`src/rtl/cmd_seq_pkg.sv`:
```
// Shared types for the command sequencer.
// Ports: none (package only).
// Holds the FSM state encoding, the error code encoding and the calibrate acknowledge byte.
package cmd_seq_pkg;

  typedef enum logic [2:0] {
    S_IDLE,
    S_SEND,
    S_WAIT_SENT,
    S_WAIT_RESP,
    S_CHECK,
    S_FINISH
  } state_t;

  typedef enum logic [1:0] {
    ERR_NONE     = 2'd0,
    ERR_MISMATCH = 2'd1,
    ERR_TO_SENT  = 2'd2,
    ERR_TO_RESP  = 2'd3
  } err_t;

  // Standard acknowledge returned by a remote node after a calibrate command.
  localparam logic [7:0] POS_ACK = 8'hA5;

endpackage

```
`src/rtl/cmd_seq_mem.sv`:
```
// Purpose: DEPTH-entry command/expected-response list, appended in order and read at random.
// Latency: write takes effect on the next clock; read port is combinational.
// Backpressure: writes while full are dropped; full_o flags the condition.
// Ports: clk/rst (sync, active high, empties the list); wr_en_i/wr_cmd_i/wr_exp_i append one entry;
//        rd_idx_i selects the entry shown on rd_cmd_o/rd_exp_o; count_o is the number of entries held;
//        full_o is high when count_o == DEPTH.
module cmd_seq_mem
  import cmd_seq_pkg::*;
#(
  parameter int CMD_W  = 16,
  parameter int RESP_W = 8,
  parameter int DEPTH  = 8
) (
  input  logic                       clk,
  input  logic                       rst,
  input  logic                       wr_en_i,
  input  logic [CMD_W-1:0]           wr_cmd_i,
  input  logic [RESP_W-1:0]          wr_exp_i,
  input  logic [$clog2(DEPTH)-1:0]   rd_idx_i,
  output logic [CMD_W-1:0]           rd_cmd_o,
  output logic [RESP_W-1:0]          rd_exp_o,
  output logic [$clog2(DEPTH):0]     count_o,
  output logic                       full_o
);

  localparam int AW = $clog2(DEPTH);
  localparam logic [AW:0] FULL_CNT = (AW+1)'(DEPTH);

  logic [CMD_W-1:0]  cmd_mem_q [DEPTH];
  logic [RESP_W-1:0] exp_mem_q [DEPTH];
  logic [AW:0]       count_q;
  logic              wr_acc;

  assign full_o = (count_q == FULL_CNT);
  assign wr_acc = wr_en_i && !full_o;

  // Only the count is reset; stale array contents are never read past count.
  always_ff @(posedge clk) begin
    if (rst) begin
      count_q <= '0;
    end else if (wr_acc) begin
      count_q <= count_q + 1'b1;
    end
  end

  always_ff @(posedge clk) begin
    if (wr_acc) begin
      cmd_mem_q[count_q[AW-1:0]] <= wr_cmd_i;
      exp_mem_q[count_q[AW-1:0]] <= wr_exp_i;
    end
  end

  assign rd_cmd_o = cmd_mem_q[rd_idx_i];
  assign rd_exp_o = exp_mem_q[rd_idx_i];
  assign count_o  = count_q;

endmodule

```
`src/rtl/cmd_seq_driver.sv`:
```
// Purpose: replays the queued command list into a RemoteComm-style port and checks each response byte.
// Latency: start to first send_cmd 2 cycles; CHECK to next send_cmd 1 cycle; phase timeout of timeout_cycles.
// Backpressure: waits on cmd_sent then resp_rdy per entry; load/start ignored unless IDLE (load also when full).
// Ports: clk/rst (sync, active high); load/load_cmd/load_exp append an entry, full flags DEPTH entries;
//        start/timeout_cycles begin a run; cmd/send_cmd drive RemoteComm, cmd_sent/resp_rdy/resp come back;
//        busy/done/pass/err_code/err_idx/num_done report run progress and outcome.
module cmd_seq_driver
  import cmd_seq_pkg::*;
#(
  parameter int CMD_W  = 16,
  parameter int RESP_W = 8,
  parameter int DEPTH  = 8,
  parameter int TO_W   = 24
) (
  input  logic                       clk,
  input  logic                       rst,
  input  logic                       load,
  input  logic [CMD_W-1:0]           load_cmd,
  input  logic [RESP_W-1:0]          load_exp,
  output logic                       full,
  input  logic                       start,
  input  logic [TO_W-1:0]            timeout_cycles,
  output logic [CMD_W-1:0]           cmd,
  output logic                       send_cmd,
  input  logic                       cmd_sent,
  input  logic                       resp_rdy,
  input  logic [RESP_W-1:0]          resp,
  output logic                       busy,
  output logic                       done,
  output logic                       pass,
  output logic [1:0]                 err_code,
  output logic [$clog2(DEPTH)-1:0]   err_idx,
  output logic [$clog2(DEPTH):0]     num_done
);

  localparam int AW = $clog2(DEPTH);

  state_t            state_q, state_d;
  logic              start_q;
  logic [AW-1:0]     idx_q, idx_d;
  logic [AW:0]       num_done_q, num_done_d;
  err_t              err_q, err_d;
  logic [AW-1:0]     err_idx_q, err_idx_d;
  logic              pass_q, pass_d;
  logic [TO_W-1:0]   to_q;
  logic [TO_W-1:0]   timer_q, timer_d, timer_inc;
  logic [RESP_W-1:0] resp_q, resp_d;
  logic [CMD_W-1:0]  cmd_q, cmd_d;

  logic [CMD_W-1:0]  rd_cmd;
  logic [RESP_W-1:0] rd_exp;
  logic [AW:0]       count;
  logic              idle, start_acc, to_hit, last;

  assign idle      = (state_q == S_IDLE);
  // start is captured in a register and acted on the following cycle; a second
  // start while the first is pending is dropped.
  assign start_acc = start && idle && !start_q;

  cmd_seq_mem #(
    .CMD_W  (CMD_W),
    .RESP_W (RESP_W),
    .DEPTH  (DEPTH)
  ) u_mem (
    .clk      (clk),
    .rst      (rst),
    .wr_en_i  (load && idle && !start_q),
    .wr_cmd_i (load_cmd),
    .wr_exp_i (load_exp),
    .rd_idx_i (idx_q),
    .rd_cmd_o (rd_cmd),
    .rd_exp_o (rd_exp),
    .count_o  (count),
    .full_o   (full)
  );

  // Timeout of zero disables the check; the timer saturates so a long wait never wraps.
  assign to_hit    = (to_q != '0) && (timer_q == to_q - 1'b1);
  assign timer_inc = (&timer_q) ? timer_q : timer_q + 1'b1;
  assign last      = ({1'b0, idx_q} == (count - 1'b1));

  always_ff @(posedge clk) begin
    if (rst) begin
      state_q    <= S_IDLE;
      start_q    <= 1'b0;
      idx_q      <= '0;
      num_done_q <= '0;
      err_q      <= ERR_NONE;
      err_idx_q  <= '0;
      pass_q     <= 1'b0;
      to_q       <= '0;
      timer_q    <= '0;
      resp_q     <= '0;
      cmd_q      <= '0;
    end else begin
      state_q    <= state_d;
      start_q    <= start_acc;
      idx_q      <= idx_d;
      num_done_q <= num_done_d;
      err_q      <= err_d;
      err_idx_q  <= err_idx_d;
      pass_q     <= pass_d;
      timer_q    <= timer_d;
      resp_q     <= resp_d;
      cmd_q      <= cmd_d;
      if (start_acc) begin
        to_q <= timeout_cycles;
      end
    end
  end

  always_comb begin
    state_d    = state_q;
    idx_d      = idx_q;
    num_done_d = num_done_q;
    err_d      = err_q;
    err_idx_d  = err_idx_q;
    pass_d     = pass_q;
    timer_d    = timer_q;
    resp_d     = resp_q;
    cmd_d      = cmd_q;
    case (state_q)
      S_IDLE: begin
        if (start_q) begin
          num_done_d = '0;
          err_d      = ERR_NONE;
          idx_d      = '0;
          if (count == '0) begin
            pass_d  = 1'b1;
            state_d = S_FINISH;
          end else begin
            pass_d  = 1'b0;
            state_d = S_SEND;
          end
        end
      end
      S_SEND: begin
        // Keep the command on the bus after the strobe.
        cmd_d   = rd_cmd;
        timer_d = '0;
        state_d = S_WAIT_SENT;
      end
      S_WAIT_SENT: begin
        if (cmd_sent && resp_rdy) begin
          resp_d  = resp;
          state_d = S_CHECK;
        end else if (cmd_sent) begin
          timer_d = '0;
          state_d = S_WAIT_RESP;
        end else if (to_hit) begin
          err_d     = ERR_TO_SENT;
          err_idx_d = idx_q;
          state_d   = S_FINISH;
        end else begin
          timer_d = timer_inc;
        end
      end
      S_WAIT_RESP: begin
        // A response on the timeout cycle still counts.
        if (resp_rdy) begin
          resp_d  = resp;
          state_d = S_CHECK;
        end else if (to_hit) begin
          err_d     = ERR_TO_RESP;
          err_idx_d = idx_q;
          state_d   = S_FINISH;
        end else begin
          timer_d = timer_inc;
        end
      end
      S_CHECK: begin
        if (resp_q == rd_exp) begin
          num_done_d = num_done_q + 1'b1;
          if (last) begin
            pass_d  = 1'b1;
            state_d = S_FINISH;
          end else begin
            idx_d   = idx_q + 1'b1;
            state_d = S_SEND;
          end
        end else begin
          err_d     = ERR_MISMATCH;
          err_idx_d = idx_q;
          state_d   = S_FINISH;
        end
      end
      S_FINISH: begin
        state_d = S_IDLE;
      end
      default: begin
        state_d = S_IDLE;
      end
    endcase
  end

  // The strobe cycle shows the entry straight from the list; afterwards the held copy.
  assign cmd      = (state_q == S_SEND) ? rd_cmd : cmd_q;
  assign send_cmd = (state_q == S_SEND);
  assign done     = (state_q == S_FINISH);
  assign busy     = (state_q == S_SEND) || (state_q == S_WAIT_SENT) ||
                    (state_q == S_WAIT_RESP) || (state_q == S_CHECK);
  assign pass     = pass_q;
  assign err_code = err_q;
  assign err_idx  = err_idx_q;
  assign num_done = num_done_q;

endmodule

```
`config.mk`:
```
export PLATFORM = sky130hd
export DESIGN_NAME = cmd_seq_driver
export DESIGN_NICKNAME = d
export VERILOG_FILES = /design/src/rtl/cmd_seq_pkg.sv /design/src/rtl/cmd_seq_mem.sv /design/src/rtl/cmd_seq_driver.sv
export SDC_FILE = /design/constraint.sdc
export NUM_CORES = 1
export LEC_CHECK = 0
export ABC_CLOCK_PERIOD_IN_PS = 5400
export CAP_MARGIN = 20
export CORE_ASPECT_RATIO = 0.7
export CORE_MARGIN = 1.5
export CORE_UTILIZATION = 40
export CTS_CLUSTER_SIZE = 16
export DETAILED_ROUTE_END_ITERATION = 8
export GPL_TIMING_DRIVEN = 0
export RECOVER_POWER = 50
export REMOVE_ABC_BUFFERS = 1
export SYNTH_ARGS = -nofsm -noshare
export SYNTH_HDL_FRONTEND = slang
export SYNTH_HIERARCHICAL = 1
export SYNTH_SLANG_ARGS = --single-unit
```
`constraint.sdc`:
```
create_clock -name clk -period 5.4 [get_ports clk]
set_input_delay 0.54 -clock clk [delete_from_list [all_inputs] [get_ports clk]]
set_output_delay 0.54 -clock clk [all_outputs]
set_load 0.02 [all_outputs]
```
==> results.sh, run 1 <==
export IMPL_cts_buffer_depth=3
export IMPL_switching_share_pct=29.5
export IMPL_drt_iter0_drc=560
export IMPL_p_int_mw=4.43
export IMPL_die_w_um=215
export IMPL_crit_fanout=28
export IMPL_maxSlewHeadroom_pct=12.1
export IMPL_worstSetupPathType="flop to output pin"
export IMPL_ctsRootBufferMaster="clkbuf_16"
export IMPL_port_buffers=91
export IMPL_dieArea_um2=32500
export IMPL_cts_buffers=29
export IMPL_rows=54
export IMPL_critPathCapture="cmd[2]"
export IMPL_core_um2=31000
export IMPL_final_common_cell="edfxtp_1"
export IMPL_seqPwrFrac_pct=42.7
export IMPL_setup_viol=0
export IMPL_cts_resized=0
export IMPL_status="finished clean"
export IMPL_fmax_mhz=244
export IMPL_dpl_hpwl_mm=18.4
export IMPL_cts_hold_buf=0
export IMPL_seq_area_um2=7630
export IMPL_drv_cap=0
export IMPL_via_per_inst=5.32
export IMPL_synth_flop_cell="edfxtp_1"
export IMPL_cp_required_ns=4.86
export IMPL_cp_arrival_ns=3.56
export IMPL_path_depth=5
export IMPL_worstSkewPairLatency_ns=0.55
export IMPL_worstSetupEndpointType="output pin"
export IMPL_clock_power_share_pct=32.5
export IMPL_fin_crit_ns=4.10
export IMPL_rsz0062_at_grt="false"
export IMPL_drc=0
export IMPL_synth_cell_types=67
export IMPL_tritoncts="yes"
export IMPL_power_density_nw_per_um2=416
export IMPL_drt_first_pass_iters=5
export IMPL_htree_num_levels=1
export IMPL_cp_start_kind="flop"
export IMPL_final_area_um2=15100
export IMPL_finalHoldViolations=0
export IMPL_drive_gt1_share_pct=15.0
export IMPL_synth_async_reset_ratio_pct=0
export IMPL_grt_pass1_vias=7502
export IMPL_grt_total_usage_pct=17.6
export IMPL_cts_sinks=285
export IMPL_gp_congestion=0.812
export IMPL_antenna_found_initial=1
export IMPL_wl_per_cell_um=19.4
export IMPL_ys_warn_count=6
export IMPL_multi_input_area_um2=4680
export IMPL_critPathTopFamily="flip-flops"
export IMPL_fin_cells=1469
export IMPL_r2r_end="err_idx[2]$_SDFFE_PP0P_"
export IMPL_slew_violations=0
export IMPL_ys_ff_latch=285
export IMPL_wirelength_mm=28.4
export IMPL_fill_cells=2687
export IMPL_pin_count=92
export IMPL_nNetsFinal=1097
export IMPL_slowest_delay_ns=1.19
export IMPL_grt_pass1_wl_mm=44.2
export IMPL_synthCells=937
export IMPL_dpl_cell_area_um2=14100
export IMPL_syn_cell_area_um2=12600
export IMPL_reg2reg_from="to_q[0]$_SDFFE_PP0P_"
export IMPL_die_y_um=151
export IMPL_syn2layout_area_growth_pct=20.4
export IMPL_max_slew_worst_pin_slew_ns=1.32
export IMPL_leakage_nw=4.96
export IMPL_ir_drop_v=0.000225
export IMPL_reg2reg_slack_ns=1.44
export IMPL_synth_edf_count=192
export IMPL_worstSetupStartpoint="idx_q[2]$_SDFFE_PP0P_"
export IMPL_crit_chain="buf_12, mux4_2, mux2_4, mux2_1, clkdlybuf4s50_1"
export IMPL_ant_nets=0
export IMPL_period_share_pct=75.9
export IMPL_grt_max_degree=81
export IMPL_fin_skew_ns=0.0118
export IMPL_switchingPower_mw=1.85
export IMPL_hp_class="input pin to flop"
export IMPL_grt_overflow_total=0
export IMPL_start_util_pct=40.5
export IMPL_crit_buf_inv=2
export IMPL_path_clk_slew_ns=0.06
export IMPL_mostFrequentLayoutCells="edfxtp_1, nand2_1, dfxtp_1, nor2_1, clkdlybuf4s50_1"
export IMPL_placedCellCount=1415
export IMPL_combPwrFrac_pct=24.8
export IMPL_syn_avg_cell_area_um2=13.4
export IMPL_crit_path_top_delay_cell="dfxtp_1"
export IMPL_vias=7816
export IMPL_cts_setup_buffers=0
export IMPL_seq_area_frac_synth_pct=60.8
export IMPL_worstRegToRegCells=12
export IMPL_diodes=0
[worst min-delay path by stage]
stage,from,endpoint,slack (ns),cells past startpoint
2_1_floorplan,to_q[1]$_SDFFE_PP0P_,to_q[1]$_SDFFE_PP0P_,0.45,2
3_3_place_gp,err_code[1]$_SDFFE_PP0P_,err_code[1]$_SDFFE_PP0P_,0.47,2
3_5_place_dp,err_code[1]$_SDFFE_PP0P_,err_code[1]$_SDFFE_PP0P_,0.47,2
4_1_cts,rst,err_idx[1]$_SDFFE_PP0P_,0.32,2
5_1_grt,rst,resp_q[5]$_SDFFE_PP0P_,0.34,2
6_report,rst,err_idx[1]$_SDFFE_PP0P_,0.33,2
[cell usage after synthesis (3+ instances only)]
library cell,count,area (µm²)
or3b_2,3,26.3
nor4_1,16,100
o21ai_0,8,40.0
xnor2_1,47,412
clkbuf_1,33,124
a31oi_1,11,68.8
or3_1,10,62.6
nand4_1,10,62.6
nor4b_1,3,26.3
nor2b_1,19,119
dfxtp_1,93,1860
buf_2,9,45.0
and2_1,8,50.1
and3_1,9,56.3
ha_1,8,100
o31ai_1,4,30.0
a211oi_1,5,37.5
nor3_1,31,155
nand2_1,94,353
mux2i_1,20,200
mux2_2,29,327
nand2b_1,6,37.5
or4_1,6,45.0
and4_1,4,35.0
inv_1,14,52.6
nor2_1,61,229
mux4_2,48,1080
nand3_1,12,60.1
edfxtp_1,192,5770
nand3b_1,7,52.6
nor3b_1,7,52.6
mux2_4,12,180
xor2_1,8,70.1
a21oi_1,49,245
[sequential cells by signal, summed over array words and instances (netlist names)]
signal	cells
idx_q	3
u_mem/cmd_mem_q	128
u_mem/exp_mem_q	64
state_q	3
cmd_q	16
err_idx	3
timer_q	24
to_q	24
resp_q	8
err_code	2
pass	1
num_done	4
u_mem/count_o	4
start_q	1
[layer usage]
| metal | vias up | track usage, % | wire length, µm |
|---|---|---|---|
| li1 | 3723 | - | - |
| met5 | - | 0 | 13 |
| met4 | 2 | 4.19 | 624 |
| met2 | 165 | 26.4 | 12300 |
| met1 | 3882 | 26.6 | 14300 |
| met3 | 44 | 2.81 | 1200 |
[power by group through the flow]
stage	sequential, mW	combinational (mW)	clock (mW)
final	2.68	1.56	2.04
after global routing	2.71	1.72	2.17
after CTS	2.69	1.59	2.09
after detailed placement	2.73	1.58	0
after global placement	2.74	1.50	0
after floorplan	2.69	1.03	0
[layout make-up]
class | count | area share, %
Tap cell | 420 | 3.48
Timing Repair Buffer | 109 | 8.45
Inverter | 14 | 0.348
Clock inverter | 11 | 1.08
Multi-Input combinational cell | 588 | 30.9
Clock buffer | 42 | 5.19
Sequential cell | 285 | 50.5
[through the flow]
step           hold WS, ns  setup WS, ns  power (mW)  utilization, %  setup TNS (ns)
3_3_place_gp         0.470        -0.616        4.24            44.3          -23.69
4_1_cts              0.317         0.946        6.36            48.7               0
6_report             0.331          1.30        6.28            48.7               0
3_5_place_dp         0.470         0.968        4.31            45.6               0
2_1_floorplan        0.453         0.877        3.73               -               0
5_1_grt              0.340          1.14        6.59            48.7               0
[cell families (layout without fill, tap and decap cells)]
family	count (synthesis)	after routing	share of synthesized area [%]
buffers and inverters	64	176	2.45
AND/OR/NAND/NOR	316	316	13.0
flip-flops	285	285	60.8
multiplexers	109	109	14.2
XOR/XNOR	55	55	3.84
AO/OA/AOI/OAI	100	100	4.93
adder cells (fa/ha/maj)	8	8	0.797
[worst reg2reg max path, delay by kind of cell (launching register included)]
| kind | cells | cell delay, ns |
|---|---|---|
| muxes | 1 | 0.21 |
| and+or+nand+nor | 4 | 1.40 |
| adders and majority gates | 1 | 0.21 |
| DFF | 1 | 0.35 |
| buffers and inverters | 2 | 0.28 |
| AOI/OAI and AO/OA | 4 | 1.39 |
No activity file was read; power rests on OpenSTA's default activity.
==> inputs of run 2 (changes only) <==
--- a/config.mk
+++ b/config.mk
@@ -5,7 +5,7 @@
 export SDC_FILE = /design/constraint.sdc
 export NUM_CORES = 1
 export LEC_CHECK = 0
-export ABC_CLOCK_PERIOD_IN_PS = 5400
+export ABC_CLOCK_PERIOD_IN_PS = 4050
 export CAP_MARGIN = 20
 export CORE_ASPECT_RATIO = 0.7
 export CORE_MARGIN = 1.5
==> constraint.sdc (replaced) <==
create_clock -name clk -period 4.05 [get_ports clk]
set_input_delay 0.405 -clock clk [delete_from_list [all_inputs] [get_ports clk]]
set_output_delay 0.405 -clock clk [all_outputs]
set_load 0.02 [all_outputs]
==> run 2 against run 1 <==
Worst setup slack got worse by 1.0 ns; cell area increased by 0.22%; critical path type is now flop to flop; non-clock buffer count increased by 1; register-to-register slack got worse by 1.1 ns; worst hold slack got worse by 0.13 ns; clock skew about the same.
==> results.sh, run 2 (synthesis gave the netlist of run 1 again) <==
export IMPL_fin_skew_ns=0.0115
export IMPL_seq_area_um2=7630
export IMPL_finalPower_mw=8.41
export IMPL_reg2reg_from="to_q[0]$_SDFFE_PP0P_"
export IMPL_fmax_mhz=267
export IMPL_tritoncts="yes"
export IMPL_nNetsFinal=1099
export IMPL_crit_chain="inv_1, ha_1, nor3b_2, nand4_1, or4_1, a2111o_1, a2111oi_4, o2111a_2, a22o_1, mux2i_1, nor2_1"
export IMPL_diodes=0
export IMPL_gp_congestion=0.812
export IMPL_worstSkewPairLatency_ns=0.55
export IMPL_fill_cells=2682
export IMPL_slowest_delay_ns=0.60
export IMPL_worstSetupPathType="flop to flop"
export IMPL_slew_violations=0
export IMPL_drt_iter0_drc=567
export IMPL_drv_cap=0
export IMPL_pin_count=92
export IMPL_tns_ns=0
export IMPL_grt_pass1_wl_mm=44.7
export IMPL_cts_sinks=285
export IMPL_start_util_pct=40.5
export IMPL_leakage_nw=4.97
export IMPL_r2r_end="err_idx[1]$_SDFFE_PP0P_"
export IMPL_drc=0
export IMPL_wl_per_cell_um=19.6
export IMPL_crit_fanout=7
export IMPL_cts_buffer_depth=3
export IMPL_reg2reg_slack_ns=0.30
export IMPL_hp_class="input pin to flop"
export IMPL_ctsRootBufferMaster="clkbuf_16"
export IMPL_port_buffers=91
export IMPL_cp_required_ns=4.49
export IMPL_min_delay_start="rst"
export IMPL_worstSetupStartpoint="to_q[0]$_SDFFE_PP0P_"
export IMPL_multi_input_area_um2=4710
export IMPL_worstSetupEndpointType="flop"
export IMPL_antenna_found_initial=1
export IMPL_cts_buffers=29
export IMPL_final_common_cell="edfxtp_1"
export IMPL_dp_slack_ns=-0.382
export IMPL_cp_start_kind="flop"
export IMPL_dpl_hpwl_mm=18.4
export IMPL_worstRegToRegCells=11
export IMPL_critPathCapture="err_idx[1]$_SDFFE_PP0P_"
export IMPL_dieArea_um2=32500
export IMPL_finalHoldViolations=0
export IMPL_path_clk_slew_ns=0.06
export IMPL_grt_pass1_vias=7564
export IMPL_via_per_inst=5.34
export IMPL_setup_viol=0
export IMPL_setup_ws_ns=0.299
export IMPL_vias=7857
export IMPL_period_share_pct=92.6
export IMPL_drt_first_pass_iters=5
export IMPL_rsz0062_at_grt="false"
export IMPL_max_slew_worst_pin_slew_ns=1.15
export IMPL_grt_max_degree=81
export IMPL_core_um2=31000
export IMPL_ir_drop_v=0.000300
export IMPL_rows=54
export IMPL_cp_arrival_ns=4.19
export IMPL_status="finished clean"
export IMPL_largest_reg_flops=128
export IMPL_syn2layout_area_growth_pct=20.6
export IMPL_maxSlewHeadroom_pct=23.6
export IMPL_fin_crit_ns=3.75
export IMPL_ant_nets=0
export IMPL_htree_num_levels=1
export IMPL_crit_path_top_delay_cell="or4_1"
export IMPL_mostFrequentLayoutCells="edfxtp_1, nand2_1, dfxtp_1, nor2_1, clkdlybuf4s50_1"
export IMPL_grt_overflow_total=0
export IMPL_die_y_um=151
export IMPL_drive_gt1_share_pct=15.5
export IMPL_wirelength_mm=28.8
export IMPL_die_w_um=215
export IMPL_power_density_nw_per_um2=555
export IMPL_fin_cells=1471
export IMPL_placedCellCount=1415
export IMPL_grt_total_usage_pct=17.8
-- run 2: cell types whose count changed in the layout (fill, tap and decap cells not counted), sizes merged --
cell and delta:
o2111a +1, clkdlybuf4s50 -1, dlygate4sd3 +1, buf +1
-- run 2: area by class of cell --
cell class | count | share of cell area, %
inverters | 14 | 0.347
repair buffers | 110 | 8.43
multi-input cells | 589 | 31.1
well taps | 420 | 3.47
clock buffers | 42 | 5.18
clock inverters | 11 | 1.08
flip-flops and latches | 285 | 50.4
-- run 2: how the worst min path moves through the flow --
stage                                     endpoint  slack (ns)  cells after the start
after floorplan               to_q[1]$_SDFFE_PP0P_        0.45                      2
after global placement    err_code[1]$_SDFFE_PP0P_        0.47                      2
after detailed placement  err_code[1]$_SDFFE_PP0P_        0.47                      2
after CTS                  err_idx[1]$_SDFFE_PP0P_        0.18                      2
after global routing        resp_q[5]$_SDFFE_PP0P_        0.20                      2
final                      err_idx[1]$_SDFFE_PP0P_        0.20                      2
-- run 2: layer usage --
metal / global-route usage, % / up-vias / wire [µm]
met1: 26.9 / 3886 / 14100
li1: - / 3727 / -
met4: 4.19 / 2 / 627
met3: 3.33 / 46 / 1640
met2: 26.5 / 196 / 12400
met5: 0 / - / 13
-- run 2: critical path, delay by kind of cell (launching register included) --
kind | cells | cell delay (ns)
muxes | 1 | 0.21
DFF | 1 | 0.35
AOI/OAI and AO/OA | 4 | 1.56
adders and majority gates | 1 | 0.21
and+or+nand+nor | 4 | 1.24
buffers and inverters | 1 | 0.07
-- run 2: through the flow --
step | hold slack [ns] | utilization (%) | area (µm²)
global placement | 0.470 | 44.3 | 13700
floorplan | 0.453 | - | 12300
finish | 0.197 | 48.8 | 15100
global route | 0.205 | 48.8 | 15100
detailed placement | 0.470 | 45.6 | 14100
CTS | 0.182 | 48.8 | 15100
-- run 2: where the power goes --
part           internal (mW)  switching, mW
registers               3.39          0.193
clock network           1.60           1.12
logic                  0.930           1.18
total                   5.91           2.49
-- run 2: repair_timing --
action / 4_1_cts / 5_1_grt
endpoints found under the setup margin: 32 / 10
gates cloned: 1 / 0
setup buffers: 2 / 0
gates resized for setup: 2 / 2
hold buffers: 0 / 0
pin swaps: 1 / 1
==> inputs of run 3 (changes only) <==
--- a/config.mk
+++ b/config.mk
@@ -8,8 +8,9 @@
 export ABC_CLOCK_PERIOD_IN_PS = 4050
 export CAP_MARGIN = 20
 export CORE_ASPECT_RATIO = 0.7
-export CORE_MARGIN = 1.5
+export CORE_MARGIN = 2
 export CORE_UTILIZATION = 40
+export CTS_BUF_LIST = sky130_fd_sc_hd__clkbuf_8 sky130_fd_sc_hd__clkbuf_16
 export CTS_CLUSTER_SIZE = 16
 export DETAILED_ROUTE_END_ITERATION = 8
 export GPL_TIMING_DRIVEN = 0
==> run 3 against run 2 <==
Total power decreased by 2.7%; die area increased by 1.1%; clock skew grew 0.018 ns; clock power down 10%; fmax rose by 1.2%; combinational power is 2% higher; sequential power about the same; global-route usage decreased by 0.59 points.
==> results.sh, run 3 (synthesis gave the netlist of run 1 again) <==
export IMPL_cts_hold_buf=0
export IMPL_worstSetupEndpointType="flop"
export IMPL_final_common_cell="edfxtp_1"
export IMPL_slowest_delay_ns=0.58
export IMPL_cts_buffers=28
export IMPL_drive_gt1_share_pct=16.0
export IMPL_crit_buf_inv=1
export IMPL_nNetsFinal=1100
export IMPL_die_y_um=152
export IMPL_dieArea_um2=32800
export IMPL_drv_cap=0
export IMPL_finalHoldViolations=0
export IMPL_wirelength_mm=28.5
export IMPL_fin_skew_ns=0.0291
export IMPL_pin_count=92
export IMPL_via_per_inst=5.30
export IMPL_htree_num_levels=1
export IMPL_path_clk_slew_ns=0.07
export IMPL_crit_path_top_delay_cell="or4_1"
export IMPL_syn2layout_area_growth_pct=19.5
export IMPL_fmax_mhz=270
export IMPL_crit_chain="inv_1, ha_1, nor3b_2, nand4_1, or4_1, a2111o_1, a2111oi_4, o2111a_2, a22o_1, mux2i_1, nor2_1"
export IMPL_maxSlewHeadroom_pct=6.68
export IMPL_port_buffers=91
export IMPL_ant_nets=0
export IMPL_min_path_cells=2
export IMPL_max_slew_worst_pin_slew_ns=1.39
export IMPL_dpl_hpwl_mm=18.4
export IMPL_slew_violations=0
export IMPL_cts_buffer_depth=3
export IMPL_seq_area_um2=7630
export IMPL_cp_arrival_ns=4.13
export IMPL_worstRegToRegCells=11
export IMPL_gp_congestion=0.819
export IMPL_fill_cells=2709
export IMPL_grt_pass1_wl_mm=44.3
export IMPL_drt_first_pass_iters=5
export IMPL_grt_overflow_total=0
export IMPL_period_share_pct=91.5
export IMPL_leakage_nw=4.93
export IMPL_setup_ws_ns=0.343
export IMPL_worstSetupPathType="flop to flop"
export IMPL_setup_viol=0
export IMPL_rows=54
export IMPL_core_um2=31000
export IMPL_multi_input_area_um2=4690
export IMPL_rsz0062_at_grt="false"
export IMPL_ir_drop_v=0.000302
export IMPL_cp_required_ns=4.48
export IMPL_grt_max_degree=77
export IMPL_wl_per_cell_um=19.3
export IMPL_power_density_nw_per_um2=545
export IMPL_largest_reg_flops=128
export IMPL_fin_crit_ns=3.71
export IMPL_path_depth=11
export IMPL_tritoncts="yes"
export IMPL_dp_slack_ns=-0.368
export IMPL_critPathTopFamily="compound AO/OA/AOI/OAI gates"
export IMPL_vias=7807
export IMPL_grt_total_usage_pct=17.2
export IMPL_cp_start_kind="flop"
export IMPL_hp_class="input pin to flop"
export IMPL_antenna_found_initial=1
export IMPL_drt_iter0_drc=544
export IMPL_fin_cells=1473
export IMPL_ctsRootBufferMaster="clkbuf_16"
export IMPL_crit_fanout=6
export IMPL_cts_sinks=285
export IMPL_placedCellCount=1416
export IMPL_worstSkewPairLatency_ns=0.56
export IMPL_mostFrequentLayoutCells="edfxtp_1, nand2_1, dfxtp_1, nor2_1, clkdlybuf4s50_1"
export IMPL_status="finished clean"
export IMPL_drc=0
export IMPL_die_w_um=216
export IMPL_grt_pass1_vias=7511
export IMPL_start_util_pct=40.5
[run 3: cell types whose count changed in the layout (fill, tap and decap cells not counted), moves of 4 or more]
cell and delta:
clkinv_1 +6, buf_16 -4, inv_1 +4, mux2_2 +6
mux2_1 -5, clkbuf_1 -11
[run 3: report_power, final]
group / leakage (nW) / switching, mW / internal, mW
sequential: 2.49 / 0.195 / 3.39
clock: 0.430 / 1.08 / 1.36
combinational: 2.00 / 1.21 / 0.945
total: 4.93 / 2.49 / 5.69
[run 3: per-layer routing]
metal	routed length [µm]	part of all wire, %	vias up	global-route usage (%)
met2	12300	43	183	25.1
met4	507	1.8	0	4.20
met5	0	0	-	0
met1	14100	50	3848	26.5
li1	-	-	3740	-
met3	1530	5.4	36	3.07
[run 3: area by class of cell]
class	instances	share of cell area, %
well taps	420	3.50
diodes	1	0.0167
clock inverters	23	0.925
repair buffers	112	8.23
flip-flops and latches	285	50.9
inverters	14	0.350
clock buffers	29	4.84
multi-input cells	589	31.3
[run 3: repair_timing]
item | 4_1_cts | 5_1_grt
pin swaps | 1 | 0
cloned | 1 | 0
resized for setup | 1 | 3
setup buffers | 3 | 0
setup endpoints to repair | 32 | 28
[run 3: worst paths after layout]
| kind | startpoint | to | slack, ns |
|---|---|---|---|
| worst max-delay path | to_q[0]$_SDFFE_PP0P_ | err_idx[0]$_SDFFE_PP0P_ | 0.34 |
| worst max register to register | to_q[0]$_SDFFE_PP0P_ | err_idx[0]$_SDFFE_PP0P_ | 0.34 |
| worst min-delay path | rst | err_idx[2]$_SDFFE_PP0P_ | 0.23 |
| worst min register to register | err_code[1]$_SDFFE_PP0P_ | err_code[1]$_SDFFE_PP0P_ | 0.47 |
[run 3: through the flow]
step,setup TNS (ns),instance area (µm²),power [mW],util (%),hold WS (ns)
5_1_grt,0,15000,8.60,48.4,0.232
2_1_floorplan,-2.61,12300,4.97,-,0.453
3_3_place_gp,-260.90,13700,5.67,44.3,0.463
6_report,0,15000,8.18,48.4,0.229
3_5_place_dp,-5.59,14100,5.78,45.5,0.462
4_1_cts,0,15000,8.25,48.4,0.214
